--- src/rtl/sdram_access_pkg.sv ---
// Shared types and default sizing for the SDRAM access port.
package sdram_access_pkg;

  localparam int unsigned ADDR_W_DEF  = 24;
  localparam int unsigned DATA_W_DEF  = 32;
  localparam int unsigned TIMEOUT_DEF = 255;

  typedef enum logic [2:0] {
    IDLE,
    RD_REQ,
    RD_WAIT,
    WR_REQ,
    DONE
  } state_t;

endpackage

--- src/rtl/sdram_access_port_if.sv ---
// Request side (controlUnit) plus Avalon-MM side of the SDRAM access port.
interface sdram_access_port_if #(
  parameter int unsigned ADDR_W = 24,
  parameter int unsigned DATA_W = 32
);
  logic              read_en;
  logic              write_en;
  logic [ADDR_W-1:0] address;
  logic [DATA_W-1:0] write_data;
  logic [DATA_W-1:0] read_data;
  logic              data_read;
  logic              write_done;
  logic              busy;
  logic              timeout_err;
  logic              overrun_err;
  logic [ADDR_W-1:0] avm_address;
  logic              avm_read;
  logic              avm_write;
  logic [DATA_W-1:0] avm_writedata;
  logic [DATA_W-1:0] avm_readdata;
  logic              avm_readdatavalid;
  logic              avm_waitrequest;

  // The port itself: Avalon master toward SDRAM.
  modport master (
    input  read_en, write_en, address, write_data,
    output read_data, data_read, write_done, busy, timeout_err, overrun_err,
    output avm_address, avm_read, avm_write, avm_writedata,
    input  avm_readdata, avm_readdatavalid, avm_waitrequest
  );

  // Environment view: request source and Avalon slave.
  modport slave (
    output read_en, write_en, address, write_data,
    input  read_data, data_read, write_done, busy, timeout_err, overrun_err,
    input  avm_address, avm_read, avm_write, avm_writedata,
    output avm_readdata, avm_readdatavalid, avm_waitrequest
  );
endinterface

--- src/rtl/timeout_counter.sv ---
// Saturating cycle counter with synchronous clear; flags the last allowed wait cycle.
module timeout_counter #(
  parameter int unsigned TIMEOUT = 255
) (
  input  logic clk,
  input  logic rst,
  input  logic i_clear,
  input  logic i_enable,
  output logic o_tc_c
);
  localparam int unsigned CNT_W = $clog2(TIMEOUT + 1);

  logic [CNT_W-1:0] r_cnt;

  always_ff @(posedge clk or posedge rst) begin
    if (rst) begin
      r_cnt <= '0;
    end else if (i_clear) begin
      r_cnt <= '0;
    end else if (i_enable && (r_cnt != CNT_W'(TIMEOUT))) begin
      r_cnt <= r_cnt + CNT_W'(1);
    end
  end

  // High during the TIMEOUT-th enabled cycle, so the abort lands after exactly TIMEOUT cycles.
  assign o_tc_c = (r_cnt >= CNT_W'(TIMEOUT - 1));

endmodule

--- src/rtl/sdram_access_port.sv ---
// Single-outstanding SDRAM access port: turns read/write pulses into Avalon-MM
// transactions, with a one-entry pending slot and a read-data timeout.
module sdram_access_port
  import sdram_access_pkg::*;
#(
  parameter int unsigned ADDR_W  = ADDR_W_DEF,
  parameter int unsigned DATA_W  = DATA_W_DEF,
  parameter int unsigned TIMEOUT = TIMEOUT_DEF
) (
  input logic               clk,
  input logic               rst,
  sdram_access_port_if.master bus
);
  state_t            r_state, w_next;
  logic              r_pend_valid, r_pend_write;
  logic [ADDR_W-1:0] r_pend_addr;
  logic [DATA_W-1:0] r_pend_data;
  logic [DATA_W-1:0] r_read_data;
  logic              r_data_read, r_write_done, r_busy, r_timeout_err, r_overrun_err;
  logic [ADDR_W-1:0] r_avm_address;
  logic              r_avm_read, r_avm_write;
  logic [DATA_W-1:0] r_avm_writedata;

  logic              w_tc, w_new_req, w_issue_pend, w_issue_new, w_issue, w_issue_write;
  logic              w_store, w_slot_free, w_drop, w_next_pend_valid;
  logic [ADDR_W-1:0] w_issue_addr;
  logic [DATA_W-1:0] w_issue_data;

  timeout_counter #(.TIMEOUT(TIMEOUT)) u_timeout (
    .clk      (clk),
    .rst      (rst),
    .i_clear  (r_state != RD_WAIT),
    .i_enable (r_state == RD_WAIT),
    .o_tc_c   (w_tc)
  );

  always_ff @(posedge clk or posedge rst) begin
    if (rst) r_state <= IDLE;
    else     r_state <= w_next;
  end

  // Issue selection, pending-slot bookkeeping and next state.
  always_comb begin
    w_next            = r_state;
    w_new_req         = bus.read_en | bus.write_en;
    w_issue_pend      = r_pend_valid && ((r_state == IDLE) || (r_state == DONE));
    w_issue_new       = (r_state == IDLE) && !r_pend_valid && w_new_req;
    w_issue           = w_issue_pend | w_issue_new;
    w_issue_write     = w_issue_pend ? r_pend_write : !bus.read_en;
    w_issue_addr      = w_issue_pend ? r_pend_addr  : bus.address;
    w_issue_data      = w_issue_pend ? r_pend_data  : bus.write_data;
    w_store           = w_new_req && !w_issue_new;
    w_slot_free       = !r_pend_valid || w_issue_pend;
    w_drop            = (w_store && !w_slot_free) || (bus.read_en && bus.write_en);
    w_next_pend_valid = (w_store && w_slot_free) || (r_pend_valid && !w_issue_pend);
    case (r_state)
      IDLE, DONE: w_next = w_issue ? (w_issue_write ? WR_REQ : RD_REQ) : IDLE;
      RD_REQ:     if (!bus.avm_waitrequest) w_next = RD_WAIT;
      RD_WAIT:    if (bus.avm_readdatavalid || w_tc) w_next = DONE;
      WR_REQ:     if (!bus.avm_waitrequest) w_next = DONE;
      default:    w_next = IDLE;
    endcase
  end

  always_ff @(posedge clk or posedge rst) begin
    if (rst) begin
      r_pend_valid    <= 1'b0;
      r_pend_write    <= 1'b0;
      r_pend_addr     <= '0;
      r_pend_data     <= '0;
      r_read_data     <= '0;
      r_data_read     <= 1'b0;
      r_write_done    <= 1'b0;
      r_busy          <= 1'b0;
      r_timeout_err   <= 1'b0;
      r_overrun_err   <= 1'b0;
      r_avm_address   <= '0;
      r_avm_read      <= 1'b0;
      r_avm_write     <= 1'b0;
      r_avm_writedata <= '0;
    end else begin
      r_avm_read   <= (w_next == RD_REQ);
      r_avm_write  <= (w_next == WR_REQ);
      if (w_issue) begin
        r_avm_address   <= w_issue_addr;
        r_avm_writedata <= w_issue_data;
      end
      r_data_read  <= (r_state == RD_WAIT) && (bus.avm_readdatavalid || w_tc);
      r_write_done <= (r_state == WR_REQ) && !bus.avm_waitrequest;
      // Real data wins over a timeout landing on the same cycle.
      if (r_state == RD_WAIT) begin
        if (bus.avm_readdatavalid) begin
          r_read_data <= bus.avm_readdata;
        end else if (w_tc) begin
          r_read_data   <= '0;
          r_timeout_err <= 1'b1;
        end
      end
      if (w_drop) r_overrun_err <= 1'b1;
      r_busy       <= (w_next != IDLE) || w_next_pend_valid;
      r_pend_valid <= w_next_pend_valid;
      if (w_store && w_slot_free) begin
        r_pend_write <= !bus.read_en;
        r_pend_addr  <= bus.address;
        r_pend_data  <= bus.write_data;
      end
    end
  end

  assign bus.read_data     = r_read_data;
  assign bus.data_read     = r_data_read;
  assign bus.write_done    = r_write_done;
  assign bus.busy          = r_busy;
  assign bus.timeout_err   = r_timeout_err;
  assign bus.overrun_err   = r_overrun_err;
  assign bus.avm_address   = r_avm_address;
  assign bus.avm_read      = r_avm_read;
  assign bus.avm_write     = r_avm_write;
  assign bus.avm_writedata = r_avm_writedata;

endmodule

--- src/flat_wrapper.sv ---
// flat-port wrapper written by rule: the top's interface ports become plain ports
module sdram_access_port_flat import sdram_access_pkg::*;
#(
  parameter int unsigned ADDR_W  = ADDR_W_DEF,
  parameter int unsigned DATA_W  = DATA_W_DEF,
  parameter int unsigned TIMEOUT = TIMEOUT_DEF
)
  (clk, rst, bus_read_en, bus_write_en, bus_address, bus_write_data, bus_read_data, bus_data_read, bus_write_done, bus_busy, bus_timeout_err, bus_overrun_err, bus_avm_address, bus_avm_read, bus_avm_write, bus_avm_writedata, bus_avm_readdata, bus_avm_readdatavalid, bus_avm_waitrequest);
  sdram_access_port_if #(.ADDR_W(ADDR_W), .DATA_W(DATA_W)) bus_i ();
  input logic clk;
  input logic rst;
  input wire logic [$bits(bus_i.read_en)-1:0] bus_read_en;
  input wire logic [$bits(bus_i.write_en)-1:0] bus_write_en;
  input wire logic [$bits(bus_i.address)-1:0] bus_address;
  input wire logic [$bits(bus_i.write_data)-1:0] bus_write_data;
  output wire logic [$bits(bus_i.read_data)-1:0] bus_read_data;
  output wire logic [$bits(bus_i.data_read)-1:0] bus_data_read;
  output wire logic [$bits(bus_i.write_done)-1:0] bus_write_done;
  output wire logic [$bits(bus_i.busy)-1:0] bus_busy;
  output wire logic [$bits(bus_i.timeout_err)-1:0] bus_timeout_err;
  output wire logic [$bits(bus_i.overrun_err)-1:0] bus_overrun_err;
  output wire logic [$bits(bus_i.avm_address)-1:0] bus_avm_address;
  output wire logic [$bits(bus_i.avm_read)-1:0] bus_avm_read;
  output wire logic [$bits(bus_i.avm_write)-1:0] bus_avm_write;
  output wire logic [$bits(bus_i.avm_writedata)-1:0] bus_avm_writedata;
  input wire logic [$bits(bus_i.avm_readdata)-1:0] bus_avm_readdata;
  input wire logic [$bits(bus_i.avm_readdatavalid)-1:0] bus_avm_readdatavalid;
  input wire logic [$bits(bus_i.avm_waitrequest)-1:0] bus_avm_waitrequest;
  assign bus_i.read_en = bus_read_en;
  assign bus_i.write_en = bus_write_en;
  assign bus_i.address = bus_address;
  assign bus_i.write_data = bus_write_data;
  assign bus_read_data = bus_i.read_data;
  assign bus_data_read = bus_i.data_read;
  assign bus_write_done = bus_i.write_done;
  assign bus_busy = bus_i.busy;
  assign bus_timeout_err = bus_i.timeout_err;
  assign bus_overrun_err = bus_i.overrun_err;
  assign bus_avm_address = bus_i.avm_address;
  assign bus_avm_read = bus_i.avm_read;
  assign bus_avm_write = bus_i.avm_write;
  assign bus_avm_writedata = bus_i.avm_writedata;
  assign bus_i.avm_readdata = bus_avm_readdata;
  assign bus_i.avm_readdatavalid = bus_avm_readdatavalid;
  assign bus_i.avm_waitrequest = bus_avm_waitrequest;
  sdram_access_port #(.ADDR_W(ADDR_W), .DATA_W(DATA_W), .TIMEOUT(TIMEOUT)) u_core (.clk(clk), .rst(rst), .bus(bus_i));
endmodule
--- config.mk ---
export PLATFORM = sky130hd
export DESIGN_NAME = sdram_access_port_flat
export DESIGN_NICKNAME = d
export VERILOG_FILES = /design/src/rtl/sdram_access_pkg.sv /design/src/rtl/sdram_access_port_if.sv /design/src/rtl/timeout_counter.sv /design/src/rtl/sdram_access_port.sv /design/src/flat_wrapper.sv
export SDC_FILE = /design/constraint.sdc
export NUM_CORES = 1
export LEC_CHECK = 0
export CORE_UTILIZATION = 40
export CTS_BUF_LIST = sky130_fd_sc_hd__clkbuf_8
export CTS_CLUSTER_DIAMETER = 200
export DETAILED_ROUTE_END_ITERATION = 16
export MAX_ROUTING_LAYER = met4
export PLACE_DENSITY = 0.69
export SLEW_MARGIN = 40
export SYNTH_ARGS = -nofsm -noshare
export SYNTH_HDL_FRONTEND = slang
export SYNTH_SLANG_ARGS = --single-unit
export TNS_END_PERCENT = 10
--- constraint.sdc ---
create_clock -name clk -period 14.54 [get_ports clk]
set_clock_uncertainty 0.2 [all_clocks]
set_input_delay 1.454 -clock clk [delete_from_list [all_inputs] [get_ports clk]]
set_output_delay 1.454 -clock clk [all_outputs]
set_load 0.03 [all_outputs]
==> results.md, run 1 <==
* Status: finished, final reports clean
* Final #Nets at 803
* Synth Area in Simple Gates at roughly 6.5%
* P&R area growth vs syn at 34.50%
* Number of global-route vias before repair at 4979
* Final min period at 3418 ps
* Initial Utilization at roughly two fifths
* Fin. Hold Viols at 0
* Core area at about 17000 µm²
* Final total power at 0.002242 W
* CTS sink cnt at roughly 160
* CP Capture Type: flip-flop
* Largest net degree at the start of global routing at approximately 110
* Worst VDD drop at approximately 150 µV
* Commonest cells after routing, fill and taps aside: 188 x clkdlybuf4s50_1, 164 x dfrtp_1, 58 x nand2_1, 57 x mux2i_1, 56 x mux2_2
* Synth Register Bits at around 160
* Count of input and output buffers at 188
* Final TNS setup at 0 ps
* Final Cycle Share at a little under a quarter
* Pre-Repair DR Iteration Count at 4
* Die H at 132.7 µm
* Slew @ Worst Pin at approximately 810 ps
* Die Footprint at 17620 µm²
* Worst-Skew Late Latency at 440 ps
* Worst Path Arrival at ~3500 ps
* Mux cell area share after synthesis at 17.57%
* YS warnings at 0
* Max Fclk at 292.6 MHz
* # DRC at 0
* I/O pin total at about 190
* # rows at 47
* Final global-route overflow total at 0
* Initial drt markers at 218
* Adder-cell share of the synthesized area at 0.3660%
* Final setup violation count at 0
* Vias at 4779
* Reg clk slew, reported paths at around 80 ps
* Gpl congestion at 0.7889
* Sequential area share after synthesis at 60.03%
* Post-synthesis cell type count at 43
* Detailed Place HPWL at around 9.9 mm
* Mapped Area at 6837 µm²
* TritonCTS clock tree: built
* Crit path max fanout at 56
* Hold Slack at 274.4 ps
* Detailed Route WL at roughly 15 mm
* H-tree depth at 4
* Die extent in x at ~130 µm
* Storage element area at 4104 µm²
* Setup Fix Bufs, Post-CTS at 0
* Antenna Violating Nets Remaining at 0
* Initial antenna violation count at 0
* Synth Instances at 530
* GRT Total Usage at 18.71%
* Avg Inst Size Synth at 12.90 µm²
* WL/cell at 16.09 µm
* Max Root-Sink Buffers at 2
* Worst hold path type: reg -> reg
* Vias per cell at just over 5
* Multi-input gate area at 2464 µm²
* Fillers at 1378
* RSZ-0062 raised after global routing: no
* Synth Flop Type: dfrtp_1
* Placed cell count at 908
* Setup Crit Path Kind: in -> reg
* Largest family of logic cells by synthesized area: multiplexers
* Synth Area in XOR/XNOR at 0.3843%
* Area post-placement at 8812 µm²
* Max-Cap Viols at 0
* Most common cell after layout, fill and taps aside: clkdlybuf4s50_1
* Post-CTS Hold Fix Bufs at 0
* Final non-filler cell area at 9195 µm²
* Net Count, Synth at 626
* Cts bufs inserted at 17
* Root buffer cell: clkbuf_8
* First-pass GRT wire length at roughly 25 mm
* Compound-gate portion of the synthesized area at between 10 and 15%
* Diodes inserted at 0
* CP required at 14660 ps
* # resized after CTS at 0
* Worst setup SP type: primary input
* Final count of pins violating max slew at 0
* Pwr/cell area at 243.8 nW/µm²
* Slew margin rel. at about 46%
* Leakage power at 3.926 nW
* Ys async rst share at 100.0%
* Final Non-Filler Cells at 939
* Share of cells above drive strength 1 at 15.44%
* Post-synth EDFFs at 0
-- cell usage after synthesis (all sizes together), types with 2 or more instances --
cell,instances,area [µm²]
clkbuf,11,48.79
ha,2,25.02
buf,24,204.0
nor2,9,33.78
nor3b,2,20.02
and3,2,12.51
nor3,6,45.04
a21oi,4,20.02
a31oi,5,31.28
o21ai,60,349.1
nand2,58,217.7
nand3,4,20.02
mux2i,57,570.6
nand4,2,12.51
xnor2,3,26.28
inv,9,33.78
a22o,32,280.3
nor4,2,12.51
nor2b,3,18.77
dfrtp,164,4104
mux2,56,630.6
-- final cells by class --
cell class                 count  area share (%)
clock buffer                  19           2.844
clock inverter                12           1.265
inverter                       9          0.4490
multi-input combinational    322           26.79
sequential                   164           44.63
tap                          220           2.994
timing repair buffer         193           21.02
-- per-stage QoR --
stage | setup WS (ps) | utilization, %
5_1_grt | 11050 | 55.25
4_1_cts | 11160 | 55.22
2_1_floorplan | 8453 | -
3_3_place_gp | 10740 | 52.88
3_5_place_dp | 10670 | 52.95
6_report | 11120 | 55.25
-- cell families after synthesis --
group	Yosys count
mux	113
fa+ha+maj	2
flops	164
compound gates	110
buf+inv	44
xor+xnor	3
simple gates	94
-- final timing paths --
kind                                                     from                                 endpoint  slack (ps)  depth (start not counted)
setup reg to reg                  u_core.r_state[0]$_DFF_PP0_        u_core.r_pend_data[4]$_DFFE_PP0P_       12130                          5
hold / removal             u_core.bus.overrun_err$_DFFE_PP0P_       u_core.bus.overrun_err$_DFFE_PP0P_         270                          1
min in group asynchronous                                 rst       u_core.r_pend_data[15]$_DFFE_PP0P_        1280                          2
setup / recovery                                  bus_read_en        u_core.r_pend_data[4]$_DFFE_PP0P_       11120                          5
hold reg to reg            u_core.bus.overrun_err$_DFFE_PP0P_       u_core.bus.overrun_err$_DFFE_PP0P_         270                          1
max in group asynchronous                                 rst  u_core.bus.avm_writedata[5]$_DFFE_PP0N_       11700                          3
-- layer usage --
layer / GRT usage, % / share of wire [%] / vias to the layer above
met5: - / 0 / -
met1: 23.46 / 45 / 2366
met2: 29.59 / 48 / 175
li1: - / - / 2231
met3: 5.402 / 6.3 / 7
met4: 5.045 / 0.59 / 0
-- state kept, by name (all words and copies together), names as in the netlist --
| signal | flops |
|---|---|
| u_core.bus.avm_address | 24 |
| u_core.bus.avm_read | 1 |
| u_core.bus.avm_write | 1 |
| u_core.bus.avm_writedata | 32 |
| u_core.bus.busy | 1 |
| u_core.bus.data_read | 1 |
| u_core.bus.overrun_err | 1 |
| u_core.bus.read_data | 32 |
| u_core.bus.timeout_err | 1 |
| u_core.bus.write_done | 1 |
| u_core.r_pend_addr | 24 |
| u_core.r_pend_data | 32 |
| u_core.r_pend_valid | 1 |
| u_core.r_pend_write | 1 |
| u_core.r_state | 3 |
| u_core.u_timeout.r_cnt | 8 |
-- power breakdown --
group | internal (W) | switching, W
sequential | 0.000672 | 0.000125
combinational | 0.000515 | 0.000614
clock | 0.000158 | 0.000158
total | 0.00134 | 0.000897
-- critical path, stage by stage --
cell             delay [ps]
clkdlybuf4s50_1         590
nor2_1                  130
nor3_4                  230
buf_4                   670
mux2_2                  420
(Power assumes the default switching activity.)
==> inputs of run 2 (changes only) <==
==> constraint.sdc (replaced) <==
create_clock -name clk -period 3.19 [get_ports clk]
set_clock_uncertainty 0.2 [all_clocks]
set_input_delay 0.319 -clock clk [delete_from_list [all_inputs] [get_ports clk]]
set_output_delay 0.319 -clock clk [all_outputs]
set_load 0.03 [all_outputs]
==> run 2 against run 1 <==
  * Clock power increased to 4.8 times the previous value
  * Power rose to 4.7 times the previous value
  * Non-clock buffer count up 7
  * Hold slack got worse by 140 ps
  * Critical path depth decreased by 1
  * Cell area rose by 1.4%
  * Utilization is 0.78 points higher
  * Highest routed layer unchanged
==> results.md, run 2 (synthesized netlist as in run 1, its figures left out) <==
* CTS sink cnt at 164 (unchanged)
* # DRC at 0 (unchanged)
* Slew @ Worst Pin at 688.8 ps (-122.0 ps)
* TritonCTS clock tree: built
* Initial drt markers at 241 (+11%)
* Final #Nets at 810 (+0.87%)
* Die Footprint at 17620 µm² (unchanged)
* Status: finished, final reports clean
* Pwr/cell area at 1118 nW/µm² (+360%)
* Initial antenna violation count at 0 (unchanged)
* Worst hold path type: in -> async
* Max Fclk at between 400 and 500 MHz
* Worst R2R Path Depth at 4 (-1)
* Final TNS setup at 0 ps (unchanged)
* Final count of pins violating max slew at 0 (unchanged)
* # resized after CTS at 0 (unchanged)
* Worst VDD drop at 610.9 µV (+300%)
* GRT Total Usage at 18.53% (-0.17 points)
* Final global-route overflow total at 0 (unchanged)
* Diodes inserted at 0 (unchanged)
* WL/cell at 16.05 µm (-0.23%)
* R2R Setup Slk at 1090 ps (-11040 ps)
* CP Capture Point: u_core.bus.avm_writedata[24]$_DFFE_PP0N_
* Worst setup SP type: flip-flop
* H-tree depth at 4 (unchanged)
* Finished Core Util at 56.03% (+0.78 points)
* Final min period at 2102 ps
* Worst Path Arrival at 2220 ps (-1320 ps)
* Count of input and output buffers at 188 (unchanged)
* Die H at 132.7 µm (unchanged)
* Commonest cells after routing, fill and taps aside: 188 x clkdlybuf4s50_1, 164 x dfrtp_1, 58 x nand2_1, 57 x mux2i_1, 56 x mux2_2
* Largest net degree at the start of global routing at 57 (-50%)
* Leakage power at 3.969 nW (+1.1%)
* Slew margin rel. at 53.98% (+8.0 points)
* Post-CTS Hold Fix Bufs at 0 (unchanged)
* Setup Crit Path Kind: reg -> reg
* Die extent in x at 132.7 µm (unchanged)
* Initial Utilization at 41.08% (unchanged)
* Share of cells above drive strength 1 at 16.14% (+0.70 points)
* Number of global-route vias before repair at 4906 (-1.5%)
* Vias per cell at 5.052 (-0.74%)
* CP Capture Type: flip-flop
* Final setup violation count at 0 (unchanged)
* Worst-Skew Late Latency at 440 ps (about the same)
* Reg clk slew, reported paths at 80 ps (about the same)
* FF-to-FF End: u_core.bus.avm_writedata[24]$_DFFE_PP0N_
* Detailed Place HPWL at 10.35 mm (+4.8%)
* Vias at 4774 (-0.10%)
* Final Cycle Share at 65.89%
* P&R area growth vs syn at 36.40%
* Gpl congestion at 0.8136 (+3.1%)
* Most common cell after layout, fill and taps aside: clkdlybuf4s50_1
* I/O pin total at 189 (unchanged)
* Max Root-Sink Buffers at 2 (unchanged)
* Setup Fix Bufs, Post-CTS at 0 (unchanged)
* Fin. Hold Viols at 0 (unchanged)
* Root buffer cell: clkbuf_8
* Cts bufs inserted at 17 (unchanged)
* Max-Cap Viols at 0 (unchanged)
* RSZ-0062 raised after global routing: no
* Antenna Violating Nets Remaining at 0 (unchanged)
* Core area at 16640 µm² (unchanged)
* Setup crit start: u_core.r_state[0]$_DFF_PP0_
* Detailed Route WL at 15.17 mm (+0.40%)
* Pre-Repair DR Iteration Count at 4 (unchanged)
* Crit path max fanout at 44 (-21%)
* CP required at 3310 ps (-11350 ps)
* Launch point of the worst reg-to-reg path: u_core.r_state[0]$_DFF_PP0_
* First-pass GRT wire length at 24.92 mm (-0.58%)
* # rows at 47 (unchanged)
## run 2: routing by layer
| layer | GRT usage [%] | part of all wire [%] | vias to the layer above |
|---|---|---|---|
| met5 | - | 0 | - |
| met4 | 7.024 | 1.8 | 0 |
| met3 | 4.023 | 4.8 | 21 |
| met2 | 27.78 | 46 | 167 |
| met1 | 24.67 | 47 | 2339 |
| li1 | - | - | 2247 |
## run 2: layout make-up
cell class                      instances  area [µm²]
Sequential cell                       164        4104
Tap cell                              220       275.3
Timing Repair Buffer                  200        2047
Clock buffer                           19       261.5
Clock inverter                         11       137.6
Multi-Input combinational cell        322        2462
Fill cell                            1375        7317
Inverter                                9       37.54
## run 2: critical path, stage by stage (launching register included)
cell	delay (ps)
dfrtp_1	500
or4_4	850
buf_4	300
nand2_1	80
o21ai_1	50
## run 2: metrics by stage
step	area, µm²	total power, W	std cells	hold slack, ps	worst slack, ps
3_5_place_dp	8926	0.008998	915	251.3	639.5
4_1_cts	9325	0.01055	945	127.0	1066
5_1_grt	9325	0.01103	945	164.9	998.2
3_3_place_gp	8926	0.008823	915	247.5	688.6
2_1_floorplan	6840	0.007250	530	211.6	586.2
6_report	9325	0.01042	945	130.0	1088
## run 2: power breakdown
group / internal, W / switching [W] / total (W)
sequential: 0.00306 / 0.000558 / 0.00362
combinational: 0.00244 / 0.00284 / 0.00528
clock: 0.000798 / 0.000726 / 0.00152
total: 0.00630 / 0.00412 / 0.0104
## run 2: worst min path at each step
stage / cells past startpoint / to / start / slack [ps]
2_1_floorplan: 1 / u_core.r_pend_write$_DFFE_PP0P_ / bus_read_en / 210
3_5_place_dp: 1 / u_core.bus.timeout_err$_DFFE_PP0P_ / u_core.bus.timeout_err$_DFFE_PP0P_ / 250
4_1_cts: 2 / u_core.bus.avm_address[8]$_DFFE_PP0N_ / rst / 130
5_1_grt: 2 / u_core.bus.avm_address[3]$_DFFE_PP0N_ / rst / 160
3_3_place_gp: 1 / u_core.bus.timeout_err$_DFFE_PP0P_ / u_core.bus.timeout_err$_DFFE_PP0P_ / 250
6_report: 2 / u_core.bus.avm_address[8]$_DFFE_PP0N_ / rst / 130
==> inputs of run 3 (changes only) <==
--- a/config.mk
+++ b/config.mk
@@ -10,7 +10,7 @@
 export CTS_CLUSTER_DIAMETER = 200
 export DETAILED_ROUTE_END_ITERATION = 16
 export MAX_ROUTING_LAYER = met4
-export PLACE_DENSITY = 0.69
+export PLACE_DENSITY = 0.72
 export SLEW_MARGIN = 40
 export SYNTH_ARGS = -nofsm -noshare
 export SYNTH_HDL_FRONTEND = slang
==> constraint.sdc (replaced) <==
create_clock -name clk -period 1.84 [get_ports clk]
set_clock_uncertainty 0.2 [all_clocks]
set_input_delay 0.184 -clock clk [delete_from_list [all_inputs] [get_ports clk]]
set_output_delay 0.184 -clock clk [all_outputs]
set_load 0.03 [all_outputs]
==> run 3 against run 2 <==
  * The run now ends with setup timing left
  * Flip-flop and latch count unchanged
  * First-iteration DRC count up 31%
  * Routed wire length up 6.0%
  * Global-route usage shrank 0.13 points
  * Hold slack got worse by 4.2 ps
==> results.md, run 3 (synthesized netlist as in run 1, its figures left out) <==
* Final count of pins violating max slew at 0 (unchanged)
* Initial antenna violation count at 0 (unchanged)
* Die extent in x at 132.7 µm (unchanged)
* Crit-path cells: inv_2, ha_2, o211ai_1, or2_2, a222oi_1, buf_4, nor2b_1
* RSZ-0062 raised after global routing: yes
* Detailed Place HPWL at 10.58 mm (+2.2%)
* WL/cell at 16.31 µm (+1.6%)
* Launch point of the worst reg-to-reg path: u_core.u_timeout.r_cnt[0]$_DFFE_PP0P_
* Vias per cell at 5.006 (-0.91%)
* Fillers at 1360 (-1.1%)
* Count of input and output buffers at 188 (unchanged)
* Reg clk slew, reported paths at 90 ps (about the same)
* Slew @ Worst Pin at 367.3 ps (-321.5 ps)
* Number of global-route vias before repair at 4967 (+1.2%)
* Hold Slack at 125.8 ps (-4.245 ps)
* Failing checks: setup timing
* Setup WS post-layout at -40.07 ps (-1128 ps)
* Clock power share at 15.5% (+0.9 points)
* Core area at 16640 µm² (unchanged)
* TritonCTS clock tree: built
* Die H at 132.7 µm (unchanged)
* GRT Total Usage at 18.41% (-0.13 points)
* Pwr/cell area at 1951 nW/µm² (+75%)
* Max Root-Sink Buffers at 2 (unchanged)
* Setup Crit Path Kind: reg -> reg
* Fin. Hold Viols at 0 (unchanged)
* Crit path max fanout at 3 (-93%)
* Worst setup SP type: flip-flop
* First-pass GRT wire length at 24.91 mm (about the same)
* CP required at 2010 ps (-1300 ps)
* Gpl congestion at 0.7677 (-5.6%)
* Worst Path Buf+Inv at 2 (+1)
* Switching share of power at 39.58% (about the same)
* Diodes inserted at 0 (unchanged)
* H-tree depth at 4 (unchanged)
* Critical path's largest stage delay at 410 ps (-440 ps)
* Worst Hold Launch: bus_avm_readdata[5]
* Initial drt markers at 315 (+31%)
* Setup crit start: u_core.u_timeout.r_cnt[0]$_DFFE_PP0P_
* Share of cells above drive strength 1 at 23.50% (+7.4 points)
* Worst-Skew Late Latency at 450 ps (about the same)
* # rows at 47 (unchanged)
* Slew margin rel. at 75.61% (+22 points)
* I/O pin total at 189 (unchanged)
* Die Footprint at 17620 µm² (unchanged)
* Int Pwr at 0.01163 W (+85%)
* Delay-heaviest family, CP: flip-flops
* Final #Nets at 849 (+4.8%)
* Max Fclk at 531.9 MHz (+12%)
* Detailed Route WL at 16.08 mm (+6.0%)
* Pre-CTS setup slack at -280.5 ps (-920.1 ps)
* Switching Power at 0.007620 W (+85%)
* Slowest CP cell: dfrtp_1
* Worst Path Arrival at 2050 ps (-170 ps)
* Worst VDD drop at 981.9 µV (+61%)
* Vias at 4936 (+3.4%)
* P&R area growth vs syn at 44.31%
* CP Capture Type: flip-flop
* Max-Cap Viols at 0 (unchanged)
* Sequential power share at 32.6% (-2.1 points)
* Cts bufs inserted at 17 (unchanged)
* Part of the power in combinational logic at 51.8% (+1.2 points)
* Leakage power at 4.500 nW (+13%)
* Final min period at 1880 ps (-221.8 ps)
* Root buffer cell: clkbuf_8
* Largest net degree at the start of global routing at 73 (+28%)
* Pre-Repair DR Iteration Count at 4 (unchanged)
* Initial Utilization at 41.08% (unchanged)
* Worst hold path type: in -> reg
* Status: finished, violations left
* Commonest cells after routing, fill and taps aside: 159 x dfrtp_1, 95 x dlygate4sd2_1, 93 x clkdlybuf4s50_1, 58 x nand2_1, 56 x mux2_2
* Most common cell after layout, fill and taps aside: dfrtp_1
* Final setup violation count at 49 (+49)
* Antenna Violating Nets Remaining at 0 (unchanged)
* # DRC at 0 (unchanged)
* Final Cycle Share at 102.2% (+36 points)
* CTS sink cnt at 164 (unchanged)
* Final global-route overflow total at 0 (unchanged)
## run 3: path summary, 6_finish.rpt
check	end	slack [ps]	cells after the start
setup / recovery	u_core.bus.avm_read$_DFF_PP0_	-40	7
hold / removal	u_core.bus.read_data[5]$_DFFE_PP0P_	130	2
setup reg to reg	u_core.bus.avm_read$_DFF_PP0_	-40	7
hold reg to reg	u_core.bus.timeout_err$_DFFE_PP0P_	270	1
max in group asynchronous	u_core.u_timeout.r_cnt[1]$_DFFE_PP0P_	510	4
min in group asynchronous	u_core.r_pend_addr[8]$_DFFE_PP0P_	370	3
## run 3: repair_timing
action | 4_1_cts | 5_1_grt
hold buffers | 1 | 0
buffers inserted | 0 | 9
gates cloned | 0 | 7
setup endpoints to repair | 186 | 146
hold endpoints to repair | 4 | 0
gates resized for setup | 99 | 31
pin swaps | 2 | 5
## run 3: area by class of cell
class	instances	area, µm²	share of cell area (%)
tap	220	275.3	2.790
clock buffer	17	234.0	2.372
multi-input combinational	322	2521	25.55
timing repair buffer	239	2461	24.95
clock inverter	15	226.5	2.295
inverter	9	37.54	0.3805
sequential	164	4110	41.66
## run 3: per-layer routing
| metal | part of all wire (%) | GRT usage (%) | up-vias |
|---|---|---|---|
| met4 | 1.4 | 5.811 | 0 |
| met3 | 5.8 | 4.598 | 21 |
| met5 | 0 | - | - |
| met1 | 46 | 24.41 | 2407 |
| met2 | 47 | 27.75 | 164 |
| li1 | - | - | 2344 |
## run 3: through the flow
| step | util (%) | setup TNS [ps] | power (W) | cells | cell area [µm²] |
|---|---|---|---|---|---|
| after floorplan | - | -104930 | 0.01257 | 530 | 6840 |
| after global placement | 55.15 | -21860 | 0.01574 | 937 | 9179 |
| after detailed placement | 55.15 | -24860 | 0.01605 | 937 | 9179 |
| after CTS | 57.37 | -3274 | 0.01841 | 970 | 9548 |
| after global routing | 59.28 | -5928 | 0.02037 | 986 | 9866 |
| final | 59.28 | -647.5 | 0.01925 | 986 | 9866 |
## run 3: power by group through the flow
stage          sequential [W]  clock, W  combinational [W]
6_report              0.00628   0.00299            0.00998
5_1_grt               0.00649   0.00323             0.0107
4_1_cts               0.00624   0.00307            0.00911
3_5_place_dp          0.00631         0            0.00974
3_3_place_gp          0.00625         0            0.00949
2_1_floorplan         0.00799         0            0.00458
